<file path="config.mk">
export PLATFORM = sky130hd
export DESIGN_NAME = fifo_stream_drain_flat
export DESIGN_NICKNAME = d
export VERILOG_FILES = /design/src/rtl/fifo_stream_drain_pkg.sv /design/src/rtl/fifo_stream_drain_if.sv /design/src/rtl/fifo_stream_drain_stream_buf2.sv /design/src/rtl/fifo_stream_drain.sv /design/src/flat_wrapper.sv
export SDC_FILE = /design/constraint.sdc
export NUM_CORES = 1
export LEC_CHECK = 0
export CORE_AREA = 2 2 63 65
export CTS_CLUSTER_SIZE = 12
export DETAILED_ROUTE_END_ITERATION = 8
export DIE_AREA = 0 0 65 67
export GPL_TIMING_DRIVEN = 0
export PLACE_DENSITY = 0.81
export REMOVE_ABC_BUFFERS = 1
export SLEW_MARGIN = 20
export SYNTH_ARGS = -nofsm -noshare
export SYNTH_HDL_FRONTEND = slang
export SYNTH_SLANG_ARGS = --single-unit
</file>
<file path="constraint.sdc">
create_clock -name clk -period 3.42 [get_ports clk]
set_input_delay 0.513 -clock clk [delete_from_list [all_inputs] [get_ports clk]]
set_output_delay 0.513 -clock clk [all_outputs]
set_load 0.05 [all_outputs]
</file>
<file path="src/rtl/fifo_stream_drain_pkg.sv">
// Shared definitions for the FIFO stream drain: data width default, FIFO read
// latency and the output buffer occupancy encoding.
package fifo_stream_drain_pkg;

    // Default data width, shared with the upstream synchronous FIFO.
    localparam int unsigned DefWidth = 8;

    // Cycles from a sampled pop to the edge that captures fifo_rd_data.
    localparam int unsigned FifoRdLat = 1;

    // Output buffer depth: one entry per cycle of read latency plus one for the head.
    localparam int unsigned BufDepth = FifoRdLat + 1;

    // Occupancy of the 2-entry output buffer.
    typedef enum logic [1:0] {
        OccEmpty = 2'd0,
        OccOne   = 2'd1,
        OccFull  = 2'd2
    } occ_e;

    // Width of the beat-within-frame counter; at least one bit.
    function automatic int unsigned beat_width(int unsigned frame_len);
        return (frame_len > 1) ? $clog2(frame_len) : 1;
    endfunction

endpackage

</file>
<file path="src/rtl/fifo_stream_drain_if.sv">
// FIFO read port and valid/ready output stream of the drain, bundled.
// master: the drain itself; slave: the FIFO plus the stream sink.
interface fifo_stream_drain_if
    import fifo_stream_drain_pkg::*;
#(
    parameter int unsigned WIDTH = DefWidth
);

    // FIFO read side
    logic             fifo_empty;
    logic [WIDTH-1:0] fifo_rd_data;
    logic             fifo_rd_error;
    logic             fifo_rd_en;

    // Output stream side
    logic             m_valid;
    logic             m_ready;
    logic [WIDTH-1:0] m_data;
    logic             m_last;

    modport master (
        input  fifo_empty,
        input  fifo_rd_data,
        input  fifo_rd_error,
        output fifo_rd_en,
        output m_valid,
        input  m_ready,
        output m_data,
        output m_last
    );

    modport slave (
        output fifo_empty,
        output fifo_rd_data,
        output fifo_rd_error,
        input  fifo_rd_en,
        input  m_valid,
        output m_ready,
        input  m_data,
        input  m_last
    );

endinterface

</file>
<file path="src/rtl/fifo_stream_drain_stream_buf2.sv">
// Two-entry register buffer (stream_buf2). Entry 0 is always the head; a pop
// shifts entry 1 down. Push and pop in the same cycle keep occupancy unchanged.
module fifo_stream_drain_stream_buf2
    import fifo_stream_drain_pkg::*;
#(
    parameter int unsigned WIDTH = DefWidth
) (
    input  logic             clk,
    input  logic             rst,
    input  logic             push_i,
    input  logic [WIDTH-1:0] push_data_i,
    input  logic             pop_i,
    output occ_e             occ_o,
    output logic [WIDTH-1:0] head_o
);

    logic [WIDTH-1:0] mem_q [2];
    logic [WIDTH-1:0] mem_d [2];
    occ_e             occ_q;
    occ_e             occ_d;

    // Next-state: append at the tail, shift on pop; caller never pops empty or pushes full.
    always_comb begin
        mem_d[0] = mem_q[0];
        mem_d[1] = mem_q[1];
        occ_d    = occ_q;
        case ({push_i, pop_i})
            2'b10: begin
                if (occ_q == OccEmpty) begin
                    mem_d[0] = push_data_i;
                    occ_d    = OccOne;
                end else if (occ_q == OccOne) begin
                    mem_d[1] = push_data_i;
                    occ_d    = OccFull;
                end
            end
            2'b01: begin
                mem_d[0] = mem_q[1];
                if (occ_q == OccFull) begin
                    occ_d = OccOne;
                end else if (occ_q == OccOne) begin
                    occ_d = OccEmpty;
                end
            end
            2'b11: begin
                if (occ_q == OccFull) begin
                    mem_d[0] = mem_q[1];
                    mem_d[1] = push_data_i;
                end else begin
                    mem_d[0] = push_data_i;
                    occ_d    = OccOne;
                end
            end
            default: begin
            end
        endcase
    end

    // State register with synchronous active-low reset.
    always_ff @(posedge clk) begin
        if (!rst) begin
            mem_q[0] <= '0;
            mem_q[1] <= '0;
            occ_q    <= OccEmpty;
        end else begin
            mem_q[0] <= mem_d[0];
            mem_q[1] <= mem_d[1];
            occ_q    <= occ_d;
        end
    end

    assign occ_o  = occ_q;
    assign head_o = mem_q[0];

endmodule

</file>
<file path="src/rtl/fifo_stream_drain.sv">
// Pops bytes from a synchronous FIFO and presents them as a framed valid/ready
// stream. Credits (buffer entries + in-flight pop - this cycle's fire) limit
// pops so the 2-entry buffer never overflows; frame counter and sticky
// underrun flag report status.
module fifo_stream_drain
    import fifo_stream_drain_pkg::*;
#(
    parameter int unsigned WIDTH     = DefWidth,
    parameter int unsigned FRAME_LEN = 4,
    parameter int unsigned CNT_WIDTH = 16
) (
    input  logic                 clk,
    input  logic                 rst,
    input  logic                 en,
    fifo_stream_drain_if.master  bus,
    output logic [CNT_WIDTH-1:0] frame_cnt,
    output logic                 underrun
);

    localparam int unsigned BeatW = beat_width(FRAME_LEN);
    localparam logic [BeatW-1:0] LastBeat = BeatW'(FRAME_LEN - 1);

    occ_e             occ;
    logic [WIDTH-1:0] head;
    logic             m_valid;
    logic             m_last;
    logic             fire;
    logic             push;
    logic             rd_en;
    logic [2:0]       credit_used;

    logic                 inflight_q;
    logic                 inflight_d;
    logic [BeatW-1:0]     beat_q;
    logic [BeatW-1:0]     beat_d;
    logic [CNT_WIDTH-1:0] frame_cnt_q;
    logic [CNT_WIDTH-1:0] frame_cnt_d;
    logic                 underrun_q;
    logic                 underrun_d;

    fifo_stream_drain_stream_buf2 #(
        .WIDTH (WIDTH)
    ) u_buf (
        .clk         (clk),
        .rst         (rst),
        .push_i      (push),
        .push_data_i (bus.fifo_rd_data),
        .pop_i       (fire),
        .occ_o       (occ),
        .head_o      (head)
    );

    // Handshake, credit check and capture decode.
    always_comb begin
        m_valid     = (occ != OccEmpty);
        m_last      = (beat_q == LastBeat);
        fire        = m_valid && bus.m_ready;
        // A fire this cycle frees an entry at the same edge the popped data lands.
        credit_used = 3'(occ) + 3'(inflight_q);
        rd_en       = rst && en && !bus.fifo_empty
                      && (credit_used < (3'(BufDepth) + 3'(fire)));
        // Errored reads are dropped rather than written into the buffer.
        push        = inflight_q && !bus.fifo_rd_error;
        inflight_d  = rd_en;
        underrun_d  = underrun_q || (inflight_q && bus.fifo_rd_error);
    end

    // Beat position and completed-frame count advance on each accepted beat.
    always_comb begin
        beat_d      = beat_q;
        frame_cnt_d = frame_cnt_q;
        if (fire) begin
            if (m_last) begin
                beat_d      = '0;
                frame_cnt_d = frame_cnt_q + 1'b1;
            end else begin
                beat_d = beat_q + 1'b1;
            end
        end
    end

    // Status and in-flight registers with synchronous active-low reset.
    always_ff @(posedge clk) begin
        if (!rst) begin
            inflight_q  <= 1'b0;
            beat_q      <= '0;
            frame_cnt_q <= '0;
            underrun_q  <= 1'b0;
        end else begin
            inflight_q  <= inflight_d;
            beat_q      <= beat_d;
            frame_cnt_q <= frame_cnt_d;
            underrun_q  <= underrun_d;
        end
    end

    assign bus.fifo_rd_en = rd_en;
    assign bus.m_valid    = m_valid;
    assign bus.m_data     = head;
    assign bus.m_last     = m_last;
    assign frame_cnt      = frame_cnt_q;
    assign underrun       = underrun_q;

endmodule

</file>
<file path="src/flat_wrapper.sv">
// flat-port wrapper written by rule: the top's interface ports become plain ports
module fifo_stream_drain_flat import fifo_stream_drain_pkg::*;
#(
    parameter int unsigned WIDTH     = DefWidth,
    parameter int unsigned FRAME_LEN = 4,
    parameter int unsigned CNT_WIDTH = 16
)
  (clk, rst, en, frame_cnt, underrun, bus_fifo_empty, bus_fifo_rd_data, bus_fifo_rd_error, bus_fifo_rd_en, bus_m_valid, bus_m_ready, bus_m_data, bus_m_last);
  fifo_stream_drain_if #(.WIDTH(WIDTH)) bus_i ();
  input  logic clk;
  input  logic rst;
  input  logic en;
  output logic [CNT_WIDTH-1:0] frame_cnt;
  output logic underrun;
  input wire logic [$bits(bus_i.fifo_empty)-1:0] bus_fifo_empty;
  input wire logic [$bits(bus_i.fifo_rd_data)-1:0] bus_fifo_rd_data;
  input wire logic [$bits(bus_i.fifo_rd_error)-1:0] bus_fifo_rd_error;
  output wire logic [$bits(bus_i.fifo_rd_en)-1:0] bus_fifo_rd_en;
  output wire logic [$bits(bus_i.m_valid)-1:0] bus_m_valid;
  input wire logic [$bits(bus_i.m_ready)-1:0] bus_m_ready;
  output wire logic [$bits(bus_i.m_data)-1:0] bus_m_data;
  output wire logic [$bits(bus_i.m_last)-1:0] bus_m_last;
  assign bus_i.fifo_empty = bus_fifo_empty;
  assign bus_i.fifo_rd_data = bus_fifo_rd_data;
  assign bus_i.fifo_rd_error = bus_fifo_rd_error;
  assign bus_fifo_rd_en = bus_i.fifo_rd_en;
  assign bus_m_valid = bus_i.m_valid;
  assign bus_i.m_ready = bus_m_ready;
  assign bus_m_data = bus_i.m_data;
  assign bus_m_last = bus_i.m_last;
  fifo_stream_drain #(.WIDTH(WIDTH), .FRAME_LEN(FRAME_LEN), .CNT_WIDTH(CNT_WIDTH)) u_core (.clk(clk), .rst(rst), .en(en), .bus(bus_i), .frame_cnt(frame_cnt), .underrun(underrun));
endmodule
</file>
**Yosys cells after proc, flatten, opt, wreduce, memory -nomap -nowiden**

Memories as Yosys holds them, arrays and structs flattened.
Index checks and enable logic that the tools add are counted.

- Memories: 1
- Logic and storage cells: 54
- Output and inout bits: 28
- Bits in registers: 22
- Bits in writable memories: 16

Memory list:

| name | depth | bits a word | rd ports | clocked after memory_dff | wr ports | RTL line | source |
|---|---|---|---|---|---|---|---|
| u_core.u_buf.mem_q | 2 | 8 | 2 | 0 | 2 | fifo_stream_drain_stream_buf2.sv:17 | `logic [WIDTH-1:0] mem_q [2];` |

- Order comparisons: 1
- Reduce and logical (&&, ||, !) cells: 14
- Bitwise logic cells: 2
- Add/subtract/negate cells: 4
- Eq/ne operators: 9
- Muxes and demuxes: 18

Operators with widths:

| cell | number |
|---|---|
| 8-bit 2-to-1 mux | 7 |
| 8-bit case mux with 3 select lines | 1 |
| 16-bit by 1-bit adder with 16-bit output, second input constant | 1 |
| 8-bit case mux with 2 select lines | 1 |
| 2-bit 2-to-1 mux | 6 |
| 2-bit == test, second input constant | 4 |
| 1-bit logical AND | 6 |
| 3-bit != test, second input constant | 2 |
| 2-bit case mux with 3 select lines | 1 |
| 2-bit by 1-bit == test with 1-bit output, second input constant | 2 |
| 4-bit AND reduction | 1 |
| 2-bit by 1-bit adder with 3-bit output | 1 |
| 2-bit by 1-bit adder with 3-bit output, first input constant | 1 |
| 3-bit < comparator | 1 |
| 3-bit nonzero test | 1 |
| 2-bit by 1-bit adder with 2-bit output, second input constant | 1 |
| 1-bit zero test | 2 |
| 2-bit zero test | 1 |
| 1-bit 2-to-1 mux | 2 |
| 2-bit != test, second input constant | 1 |
| 1-bit OR | 2 |
| 2-bit AND reduction | 1 |
| 2-bit nonzero test | 1 |
| 1-bit logical OR | 1 |

**Logic depth before layout (Yosys ltp)**

- Depth after elaboration: 5
- Mapped depth: 8

**Hierarchy**

Synthesis repeated with hierarchy kept, for this count alone.

- Cell total of the unflattened synthesis: 220
- Area total of the unflattened synthesis: 1946.9 um^2

By module, submodules not included:

| module | cells an instance | instances | seq. area each (um^2) | area an instance (um^2) |
|---|---|---|---|---|
| fifo_stream_drain | 106 | 1 | 400.4 | 989.7 |
| fifo_stream_drain_stream_buf2 | 114 | 1 | 360.3 | 957.2 |

**Least setup slack after synthesis**

OpenSTA, ideal clock, no wires.

- Path kind: register to output
- From: register u_core.u_buf.occ_q[1] (netlist: u_core.u_buf.occ_o[1])
- To: output port bus_fifo_rd_en
- Cell stages (with the launch flop): 7
- Data arrival time: 2723 ps
- Setup slack: 184 ps
- Required time: 2907 ps
- Path buffers: 1
- Path through: dfxtp_1 > inv_1 > ha_1 > buf_6 > nand2b_1 > o21ai_0 > nor4b_1

- Word-level cells in the longest chain between the ends: 5
- Elaborated cells between the ends (all ways): 6
- Classes of those cells: add/sub (2); order compare (1); reduce/logical (3)

RTL lines:

| element | RTL line | source |
|---|---|---|
| from (decl) | fifo_stream_drain_stream_buf2.sv:19 | `occ_e occ_q;` |
| from (signal assigned) | fifo_stream_drain_stream_buf2.sv:64 | `occ_q <= OccEmpty;` |
| 2-bit nonzero test | fifo_stream_drain.sv:55 | `m_valid = (occ != OccEmpty);` |
| 1-bit logical AND | fifo_stream_drain.sv:57 | `fire = m_valid && bus.m_ready;` |
| 2-bit by 1-bit adder with 3-bit output | fifo_stream_drain.sv:61 | `&& (credit_used < (3'(BufDepth) + 3'(fire)));` |
| 3-bit < comparator (*) | fifo_stream_drain.sv:61 |  |
| 1-bit logical AND (*) | fifo_stream_drain.sv:61 |  |
| to (decl) | flat_wrapper.sv:18 | `output wire logic [$bits(bus_i.fifo_rd_en)-1:0] bus_fifo_rd_en;` |

Mark *: on every way between the ends. The rest lies on a longest branch, timed or not.

**Final worst setup path**

- From: input port bus_m_ready
- To: output port bus_fifo_rd_en

- Word-level cells in the longest chain between the ends: 4

RTL lines:

| element | RTL line | source |
|---|---|---|
| from (decl) | flat_wrapper.sv:20 | `input wire logic [$bits(bus_i.m_ready)-1:0] bus_m_ready;` |
| 1-bit logical AND | fifo_stream_drain.sv:57 |  |
| 2-bit by 1-bit adder with 3-bit output | fifo_stream_drain.sv:61 |  |
| 3-bit < comparator | fifo_stream_drain.sv:61 |  |
| 1-bit logical AND | fifo_stream_drain.sv:61 |  |

Every way passes these cells.

==> metrics <==
status=finished clean; floorplan core area=between 3000 and 4000 um^2; Setup Buffers After CTS=0; clock network power share=between 40% and 50%; total congestion overflow=0; Seq/Total Area, Yosys=~41%; Final Net Count=roughly 260; top post-synthesis cells by area=dfxtp_1 41%, ha_1 5.4%, mux2i_1 4.8%; Synth area leader=dfxtp_1; drt total wl=3990 um; critical path type=in2out; initial antenna violation count=0; Vias=about 1.6k; Reg power frac=around 44%; final worst path period share=85.9%; die width=65 um; Combinational Power Share=10.0%; Crit. End Element=primary output; RSZ-0062 raised after global routing=false; EDFF count, synth=0; share of cells above drive strength 1=5.81%; PwrDens=about 440 nW/um^2; Final WS setup=a little under 500 ps; startpoint types=input pin; Synth Instances=between 200 and 250; final setup vio count=0; die footprint=about 4400 um^2; all-layer global routing usage=19.8%; area grow syn2layout=27.0%; floorplan row count=22; Post-synth ARST share=0%; input/output buffers=between 40 and 50; DR WL/cell=between 10 and 15 um; Leak=0.865 nW; Max Fclk=approximately 340 MHz; largest net degree at the start of global routing=33; Int Power=0.802 mW; HP Class=reg2reg; Clock Skews=roughly 5.1 ps; Worst Path Max Fanout=9; I/O pin total=42; Post-synth top cells=38 x dfxtp_1, 18 x nor2_1, 16 x a21oi_1; setup tns final=0 ps; distinct cell type count after synthesis=44; Slew @ Worst Pin=slightly above 1000 ps; dpl ws=roughly 99 ps; Starting Density=51.6%; depth of the CTS H-tree=2; Crit path arrival time=about 2400 ps; remaining antenna violation count=0; via/cell ratio=~5.5; fin. max-slew vios=0; Post-CTS Resized=0; Fin. Hold Viols=0; post-synth top area share=40.9%; drt pass-1 iters=4; switching share of power=a little under a quarter; flops & latches, synth=38; DPL Wire Length=between 2000 and 3000 um; syn avg cell area=between 8 and 9 um^2; GP Congestion=roughly 0.77; worst vdd rail ir drop=approximately 0.32 mV; Die Span Y=roughly 67 um; Skew-Pair Late Insertion Delay=290 ps; first-pass GRT wire length=about 6600 um; normalized max-slew margin=~31%; clk buf depth=2; most common cell in the netlist=dfxtp_1; synthesized area=around 1900 um^2; Synth Flop Type=dfxtp_1; Required @ worst endpoint=around 2900 ps; CTS tree=built; DRC viols=0; root buffer cell=clkbuf_8; final worst path period need=approximately 3000 ps; vias in the first global route=1474; # hold bufs at CTS=0; Initial DRC Count=between 90 and 100; TritonCTS Buffers=5; TritonCTS Sinks=38; switching power=around 0.23 mW; Yosys warnings=0; Max Cap Viol=0; Reg clk slew, reported paths=roughly 80 ps; # diodes=0
power by group through the flow:
| stage | sequential (mW) | combinational (mW) | clock (mW) |
|---|---|---|---|
| 5_1_grt | 0.457 | 0.110 | 0.502 |
| 2_1_floorplan | 0.489 | 0.0357 | 0 |
| 3_5_place_dp | 0.466 | 0.103 | 0 |
| 6_report | 0.456 | 0.103 | 0.475 |
| 3_3_place_gp | 0.466 | 0.101 | 0 |
| 4_1_cts | 0.456 | 0.104 | 0.483 |
placed cells by master, fill, tap and decap left out, types with 2 or more instances in the layout:
cell and instances:
a21oi_1 16, bufinv_16 2, clkbuf_8 6, clkdlybuf4s50_1 40
dfxtp_1 38, ha_1 8, inv_1 10, mux2i_1 9
nand2_1 8, nand2b_1 2, nand3_1 9, nand4_1 2
nor2_1 18, nor2b_1 3, nor3_1 14, nor4b_1 2
o211ai_1 2, o21a_1 2, o21ai_0 8, o221ai_1 3
o22ai_1 5, o31ai_1 2, or2_1 2, or3_1 4
or4_1 2, xnor2_1 3, xor2_1 5
cells by family after synthesis:
logic type | synth area share (%)
muxes | 4.84
AOI/OAI and AO/OA | 13.6
DFF | 40.9
and+or+nand+nor | 23.5
xor gates and xnor gates | 3.77
adders and majority gates | 5.38
buffers and inverters | 8.07
final cells by class:
type                    instances  area [um^2]
fillers                       322         1240
multi-input cells             144          950
flip-flops and latches         38          761
repair buffers                 41          413
clock buffers                   6         82.6
clock inverters                 2         60.1
well taps                      48         60.1
inverters                      10         37.5
critical path, cell delays in order:
cell	delay [ps]
clkdlybuf4s50_1	710
nand2b_1	230
o21ai_0	240
nor4b_1	270
dlymetal6s2s_1	470
metal layers:
metal / routed length, um / track usage (%) / up-vias
li1: - / - / 796
met1: 1780 / 23.7 / 729
met2: 1920 / 33.9 / 47
met3: 252 / 6.08 / 4
met4: 36 / 5.85 / 0
met5: 0 / 0 / -
state kept, by name (all words and copies together), names as in the netlist:
name and flops:
u_core.underrun 1, u_core.beat_q 2, u_core.frame_cnt 16, u_core.u_buf.mem_q 16
u_core.inflight_q 1, u_core.u_buf.occ_o 2
worst paths after layout:
kind | start | end | slack, ps | cells past startpoint
hold / removal | u_core.beat_q[1] | u_core.beat_q[1] | 470 | 2
setup reg to reg | u_core.u_buf.occ_o[1] | u_core.frame_cnt[12] | 1310 | 6
hold reg to reg | u_core.beat_q[1] | u_core.beat_q[1] | 470 | 2
setup / recovery | bus_m_ready | bus_fifo_rd_en | 480 | 5
through the flow:
stage / cell area (um^2) / hold slack [ps] / total power [mW] / util (%) / std cells
floorplan: 1750 / 440 / 0.524 / - / 192
global placement: 2220 / 445 / 0.567 / 61.5 / 281
detailed placement: 2220 / 458 / 0.569 / 61.5 / 281
CTS: 2360 / 469 / 1.04 / 65.5 / 289
global route: 2360 / 499 / 1.07 / 65.5 / 289
finish: 2360 / 470 / 1.03 / 65.5 / 289
No activity file was read; power rests on OpenSTA's default activity.
